--- config.mk ---
export PLATFORM = sky130hd
export DESIGN_NAME = enc_stream_loader
export DESIGN_NICKNAME = d
export VERILOG_FILES = /design/src/rtl/enc_stream_loader.sv
export SDC_FILE = /design/constraint.sdc
export NUM_CORES = 1
export LEC_CHECK = 0
export BUFFER_PORTS_ARGS = -buffer_cell sky130_fd_sc_hd__buf_4
export CORE_UTILIZATION = 35
export CTS_CLUSTER_DIAMETER = 80
export DETAILED_ROUTE_END_ITERATION = 8
export GPL_TIMING_DRIVEN = 0
export PLACE_DENSITY = 0.57
export SYNTH_ARGS = -nofsm -noshare
export SYNTH_HDL_FRONTEND = slang
export SYNTH_SLANG_ARGS = --single-unit
--- constraint.sdc ---
create_clock -name clk -period 5.3 [get_ports clk]
set_clock_uncertainty 0.15 [all_clocks]
set_input_delay 0.795 -clock clk [delete_from_list [all_inputs] [get_ports clk]]
set_output_delay 0.795 -clock clk [all_outputs]
set_load 0.02 [all_outputs]
--- src/rtl/enc_stream_loader.sv ---
// Byte-stream front end for a block-cipher core: collects 8 key bytes and 16 plaintext
// bytes, runs the core under a watchdog, then streams the 16-byte cipher result out.
module enc_stream_loader #(
    parameter int unsigned TIMEOUT = 64
) (
    input  logic         clk,
    input  logic         rst_n,
    input  logic         in_valid,
    input  logic [7:0]   in_data,
    output logic         in_ready,
    output logic         out_valid,
    output logic [7:0]   out_data,
    input  logic         out_ready,
    output logic         enc_start,
    input  logic         enc_end,
    output logic [0:63]  enc_key,
    output logic [0:127] enc_plain,
    input  logic [0:127] enc_cipher,
    output logic         timeout_err
);

    typedef enum logic [1:0] {LOAD, RUN, DRAIN} state_t;

    localparam logic [15:0] WAIT_LAST = 16'(TIMEOUT - 1);

    state_t         state_q, state_d;
    logic [5:0]     byte_cnt_q, byte_cnt_d;
    logic [15:0]    wait_cnt_q, wait_cnt_d;
    logic [3:0]     out_cnt_q, out_cnt_d;
    logic           in_ready_q, in_ready_d;
    logic           out_valid_q, out_valid_d;
    logic [7:0]     out_data_q, out_data_d;
    logic           enc_start_q, enc_start_d;
    logic [0:63]    key_q, key_d;
    logic [0:127]   plain_q, plain_d;
    logic [0:127]   cipher_q, cipher_d;
    logic           timeout_err_q, timeout_err_d;

    logic           in_xfer, out_xfer;
    logic [3:0]     plain_byte, out_cnt_nxt;

    assign in_xfer     = in_valid & in_ready_q;
    assign out_xfer    = out_valid_q & out_ready;
    // Byte counts 8..23 map onto plaintext bytes 0..15 by wrapping the low nibble.
    assign plain_byte  = byte_cnt_q[3:0] - 4'd8;
    assign out_cnt_nxt = out_cnt_q + 4'd1;

    // NOTE: combinational next-state logic uses blocking '=' with every target defaulted
    // first so no latch is inferred; the register block below uses only '<='.
    always_comb begin
        state_d       = state_q;
        byte_cnt_d    = byte_cnt_q;
        wait_cnt_d    = wait_cnt_q;
        out_cnt_d     = out_cnt_q;
        in_ready_d    = in_ready_q;
        out_valid_d   = out_valid_q;
        out_data_d    = out_data_q;
        enc_start_d   = enc_start_q;
        key_d         = key_q;
        plain_d       = plain_q;
        cipher_d      = cipher_q;
        timeout_err_d = timeout_err_q;

        case (state_q)
            LOAD: begin
                in_ready_d = 1'b1;
                if (in_xfer) begin
                    timeout_err_d = 1'b0;
                    if (byte_cnt_q < 6'd8)
                        key_d[{byte_cnt_q[2:0], 3'b000} +: 8] = in_data;
                    else
                        plain_d[{plain_byte, 3'b000} +: 8] = in_data;
                    if (byte_cnt_q == 6'd23) begin
                        byte_cnt_d  = 6'd0;
                        wait_cnt_d  = 16'd0;
                        in_ready_d  = 1'b0;
                        enc_start_d = 1'b1;
                        state_d     = RUN;
                    end else begin
                        byte_cnt_d = byte_cnt_q + 6'd1;
                    end
                end
            end
            RUN: begin
                // A core finishing on the watchdog's final cycle still wins.
                if (enc_end) begin
                    cipher_d    = enc_cipher;
                    out_data_d  = enc_cipher[0:7];
                    out_valid_d = 1'b1;
                    out_cnt_d   = 4'd0;
                    wait_cnt_d  = 16'd0;
                    enc_start_d = 1'b0;
                    state_d     = DRAIN;
                end else if (wait_cnt_q == WAIT_LAST) begin
                    wait_cnt_d    = 16'd0;
                    enc_start_d   = 1'b0;
                    timeout_err_d = 1'b1;
                    state_d       = LOAD;
                end else begin
                    wait_cnt_d = wait_cnt_q + 16'd1;
                end
            end
            DRAIN: begin
                if (out_xfer) begin
                    if (out_cnt_q == 4'd15) begin
                        out_valid_d = 1'b0;
                        out_cnt_d   = 4'd0;
                        state_d     = LOAD;
                    end else begin
                        out_cnt_d  = out_cnt_nxt;
                        out_data_d = cipher_q[{out_cnt_nxt, 3'b000} +: 8];
                    end
                end
            end
            default: state_d = LOAD;
        endcase
    end

    // NOTE: the wide key/plain/cipher registers are plain flops rather than a memory,
    // so they are reset to zero alongside the control state.
    always_ff @(posedge clk or negedge rst_n) begin
        if (!rst_n) begin
            state_q       <= LOAD;
            byte_cnt_q    <= '0;
            wait_cnt_q    <= '0;
            out_cnt_q     <= '0;
            in_ready_q    <= 1'b0;
            out_valid_q   <= 1'b0;
            out_data_q    <= '0;
            enc_start_q   <= 1'b0;
            key_q         <= '0;
            plain_q       <= '0;
            cipher_q      <= '0;
            timeout_err_q <= 1'b0;
        end else begin
            state_q       <= state_d;
            byte_cnt_q    <= byte_cnt_d;
            wait_cnt_q    <= wait_cnt_d;
            out_cnt_q     <= out_cnt_d;
            in_ready_q    <= in_ready_d;
            out_valid_q   <= out_valid_d;
            out_data_q    <= out_data_d;
            enc_start_q   <= enc_start_d;
            key_q         <= key_d;
            plain_q       <= plain_d;
            cipher_q      <= cipher_d;
            timeout_err_q <= timeout_err_d;
        end
    end

    assign in_ready    = in_ready_q;
    assign out_valid   = out_valid_q;
    assign out_data    = out_data_q;
    assign enc_start   = enc_start_q;
    assign enc_key     = key_q;
    assign enc_plain   = plain_q;
    assign timeout_err = timeout_err_q;

endmodule
* Word-level counts from Yosys, hierarchy flattened
Index checks and enable logic that the tools add are counted.
** Cells by class
- Magnitude comparators :: 1
- Equal/unequal tests :: 14
- Bitwise logic cells :: 6
- $add $sub $neg :: 6
- Muxes and demuxes :: 38
- Reduce and logical (&&, ||, !) cells :: 14
- Shift operators :: 5
** Operators with widths (count)
- 129-bit by 9-bit variable shift with 128-bit output, first input constant :: 1
- 128-bit by 8-bit variable part select with 129-bit output :: 1
- 129-bit by 9-bit variable part select with 128-bit output :: 1
- 128-bit bitwise mux :: 1
- 65-bit by 8-bit variable shift with 64-bit output, first input constant :: 1
- 65-bit by 8-bit variable part select with 64-bit output :: 1
- 64-bit bitwise mux :: 1
- 16-bit two-way mux :: 4
- 16-bit one-hot mux with 2 select lines :: 1
- 8-bit two-way mux :: 3
- 16-bit by 1-bit adder with 16-bit output, second input constant :: 1
- 16-bit by 6-bit == test with 1-bit output, second input constant :: 1
- 2-bit != test, second input constant :: 8
- 7-bit NOT with 8-bit output :: 2
- 8-bit one-hot mux with 2 select lines :: 1
- 4-bit AND reduction :: 4
- 1-bit two-way mux :: 12
- 2-bit two-way mux :: 6
- 4-bit two-way mux :: 3
- 3-bit AND reduction :: 4
- 8-bit negator with 9-bit output :: 1
- 7-bit negator with 8-bit output :: 1
- 4-bit one-hot mux with 2 select lines :: 1
- 6-bit NOT with 7-bit output :: 1
- 18 further kinds :: 23
** Word-level totals
- Input bits :: 141
- Bits in registers :: 360
- Word-level logic and storage cells :: 96
- Output and inout bits :: 204

* Depth between registers and ports, before layout
- Depth after elaboration :: 6
- Mapped depth :: 8
- Gate-level depth less buffers :: 6

* Least setup slack after synthesis
No wires, ideal clock.
- Path type :: register -> register
- Start :: register out_cnt_q[1]
- End :: register out_data_q[0], in the netlist out_data[0]
- Stages on the path, launching flop included :: 8
- Arrival time :: 2.050 ns
- Path buffers :: 2
- Library setup time :: 0.126 ns
- Slack :: 2.974 ns
- Data required time :: 5.024 ns
- Clock period less this slack :: 2.326 ns
- Path through :: dfrtp_1 ha_1 clkbuf_1 clkbuf_1 mux4_2 mux2_2 a22oi_1 a21oi_1
** On the way
- Word-level cells in the longest chain between the ends :: 6
- Elaborated cells between the ends (all ways) :: 9
- Those cells by class :: add/sub (1); eq/ne (2); shift (1); mux (3); bitwise (1); reduce/logical (1)
** RTL lines
- start: declaration :: RTL line 29 : logic [3:0] out_cnt_q, out_cnt_d;
- start signal: assignment :: RTL line 139 : out_cnt_q <= out_cnt_d;
- 4-bit by 1-bit adder with 4-bit output :: RTL line 46 : assign out_cnt_nxt = out_cnt_q + 4'd1;
- 7-bit NOT with 8-bit output (implied by the code) :: RTL line 111 : out_data_d = cipher_q[{out_cnt_nxt, 3'b000} +: 8];
- 128-bit by 8-bit variable part select with 129-bit output :: RTL line 111
- 8-bit two-way mux :: RTL line 105 : if (out_cnt_q == 4'd15) begin
- 8-bit two-way mux :: RTL line 104 : if (out_xfer) begin
- 8-bit one-hot mux with 2 select lines :: RTL line 64 : case (state_q)
- end signal: assignment :: RTL line 142 : out_data_q <= out_data_d;
- end: declaration :: RTL line 32 : logic [7:0] out_data_q, out_data_d;
Parallel ways exist; a longest one is shown, timed or not. The select of a mux whose other input is x is not followed.
A chain may end at the register's enable or synchronous reset.

* Final worst setup path
- Start :: register out_cnt_q[1]
- End :: register out_data_q[1], in the netlist out_data[1]
The elaborated chain is that of the path after synthesis.

==> impl_metrics.yaml <==
run_status:
  status: "finished, final reports clean"
clocking:
  cts_resized: 0
  cts_setup_buffers: 0
  clkSlewWorstSetupHoldPaths_ps: 60
  cts-root-buf: "clkbuf_16"
  clock_latency_ps: 560
  htreeDepth: 2
  clock-sinks: 360
  cts_tree: "yes"
  hold_buffers: 0
  cts_made_buffers: 43
  clk_path_buf_depth: 3
logic_synthesis:
  synth_top_family_by_area: "multiplexers"
  ys_types: 58
  ys.flop_type: "dfrtp_1"
  synthArstFlopShare_pct: 100
  synth_top_cell_by_area: "dfrtp_1"
  syn_area_mm2: 0.0154
  synth_warnings: 0
  synth_top_area_share_pct: 58.3
  synthCells: 1309
  synth_simple_gate_area_share_pct: 16.4
  seq_area_frac_synth_pct: 58.3
  synthMuxAreaShare_pct: 19.2
  synth_fa_ha_area_share_pct: 0.648
  syn_nets: 1458
  synth_edf_count: 0
  synth.top_cells.by_area: "dfrtp_1 58%, mux2_1 14%, nand2_1 10%, mux4_2 4.7%, and2_1 1.1%"
  synth_compound_area_share_pct: 3.43
  synth-seq-cells: 360
  avgSynthCellArea_um2: 11.8
  synthXorXnorAreaFrac_pct: 0.227
route:
  drt_first_pass_iters: 5
  via_per_inst: 4.87
  drc_errors: 0
  drt-total-wl_um: 44600
  drt-wirelength-per-cell_um: 19.3
  ant_nets: 0
  vias: 11300
  initialDrtViolationCount: 753
setup_path:
  path_class: "flop to flop"
  cp.depth: 7
  max_stage_delay_ps: 600
  arrival_ps: 3490
  path_buf_inv: 2
  critical-path-top-delay-family: "buffers and inverters"
  cp_cell_sequence: "ha_1 > clkbuf_1 > clkbuf_1 > mux4_2 > mux2_2 > a22oi_1 > a21oi_1"
  cp_max_fo: 10
  critPathLaunchType: "flop"
  cp-end-kind: "flop"
  cpMostUsedCell: "clkbuf_1"
  r2r_cells: 7
  critPathSlowestCell: "clkbuf_1"
  worstPathRequired_ps: 5570
layout:
  layout_commonest_cell: "nand2_1"
  synthToLayoutAreaGrowth_pct: 31.0
  fill_cells: 4091
  drive_gt1_share_pct: 28.6
  mostFrequentLayoutCells: "422 x nand2_1, 360 x dfrtp_1, 346 x buf_4, 192 x mux2_1, 43 x clkbuf_16"
  postLayoutCellArea_mm2: 0.0202
  nNetsFinal: 1850
  n_antenna_cell: 0
worst_hold_path:
  hold_path_class: "input pin to async pin"
global_route:
  grt_max_degree: 108
  gr-total-overflow: 0
  gr-usage-met3_pct: 5.30
  use_met1_pct: 27.0
  grt_pass1_wl_um: 68700
  grt_usage_pct: 20.1
  grt_pass1_vias: 11400
  use_met2_pct: 32.0
  grt.busiest_layer: "met2"
  grt_antenna_before_repair: 3
place:
  place.gp.congestion: 0.802
  io_buffers: 344
  placed_cell_area_mm2: 0.0188
  dp_hpwl_um: 32300
sta:
  setup_viol: 0
  timing.hold.ws_ps: 33.0
  layout_min_cycle_time_ps: 3220
  maxSlewViolCount: 0
  fin_crit_sh_pct: 60.8
  worst_pin_slew_ps: 1010
  hold_viol_final: 0
  max_freq_mhz: 311
  relSlewSlack_pct: 32.4
  rsz0062_at_grt: "false"
floorplanning:
  fp.dieH_um: 212
  fp-row-count: 76
  die-area_mm2: 0.0450
  dieWidth_um: 212
  io_pins: 345
  initial_core_util_pct: 35.7
  fp.coreArea_mm2: 0.0433
pwr:
  fin_total_pwr_mw: 5.87
  power_density_mw_per_mm2: 290
  p_leak_nw: 10.8
  ir_drop_uv: 182
run:
  drv_cap: 0
metal layers:
metal  up-vias  part of all wire, %
met4         4                  2.4
met1      5584                   44
met3        71                  7.1
met5         -                0.054
met2       344                   46
li1       5264                    -
where the power goes:
group / internal (mW) / switching [mW] / total (mW) / leakage [nW]
sequential: 2.75 / 0 / 2.75 / 5.01
combinational: 0.0745 / 0.0853 / 0.160 / 5.13
clock: 1.78 / 1.18 / 2.96 / 0.679
total: 4.60 / 1.27 / 5.87 / 10.8
cell usage after synthesis, drive strengths merged (3+ instances only):
| cell type | instances |
|---|---|
| a21o | 4 |
| a21oi | 18 |
| a22o | 4 |
| a22oi | 7 |
| a31oi | 11 |
| and2 | 26 |
| and3 | 19 |
| buf | 20 |
| clkbuf | 32 |
| dfrtp | 360 |
| ha | 8 |
| inv | 9 |
| mux2 | 199 |
| mux4 | 32 |
| nand2 | 425 |
| nand2b | 3 |
| nand3 | 17 |
| nand3b | 8 |
| nand4 | 4 |
| nor2 | 31 |
| nor3 | 7 |
| nor4 | 6 |
| o21ai | 31 |
| or3 | 4 |
registers in the layout, indices dropped and copies added (netlist names), 2 cells and up:
signal	count
out_cnt_q	4
enc_key	64
wait_cnt_q	16
enc_plain	128
cipher_q	128
out_data	8
byte_cnt_q	6
state_q	2
kinds of logic after synthesis:
kind of cell               count (synthesis)
DFF                                      360
xor gates and xnor gates                   4
and+or+nand+nor                          558
buffers and inverters                     61
AOI/OAI and AO/OA                         86
adders and majority gates                  8
muxes                                    232
final cells by class:
class	count	area (um^2)	share of cell area, %
clock buffers	55	1150	5.69
multi-input cells	888	6170	30.5
plain buffers	52	235	1.16
well taps	585	732	3.62
repair buffers	347	2670	13.2
inverters	9	33.8	0.167
flip-flops and latches	360	9010	44.5
clock inverters	18	235	1.16
stage by stage:
stage | std cells | worst slack, ps | util (%) | TNS [ps]
after global placement | 2238 | -226 | 43.4 | -63250
after global routing | 2314 | 1990 | 46.8 | 0
after detailed placement | 2241 | 2060 | 43.6 | 0
after CTS | 2314 | 2060 | 46.8 | 0
after floorplan | 1309 | 2970 | - | 0
final | 2314 | 2080 | 46.8 | 0
worst paths after layout:
check	endpoint	start	slack (ps)
max	out_data[1]	out_cnt_q[1]	2080
min	enc_plain[68]	rst_n	30
max reg2reg	out_data[1]	out_cnt_q[1]	2080
min reg2reg	cipher_q[77]	cipher_q[77]	320
max in group asynchronous	cipher_q[14]	rst_n	3600
min in group clk	cipher_q[102]	enc_cipher[102]	280
Power figures use the tool's default switching activity.
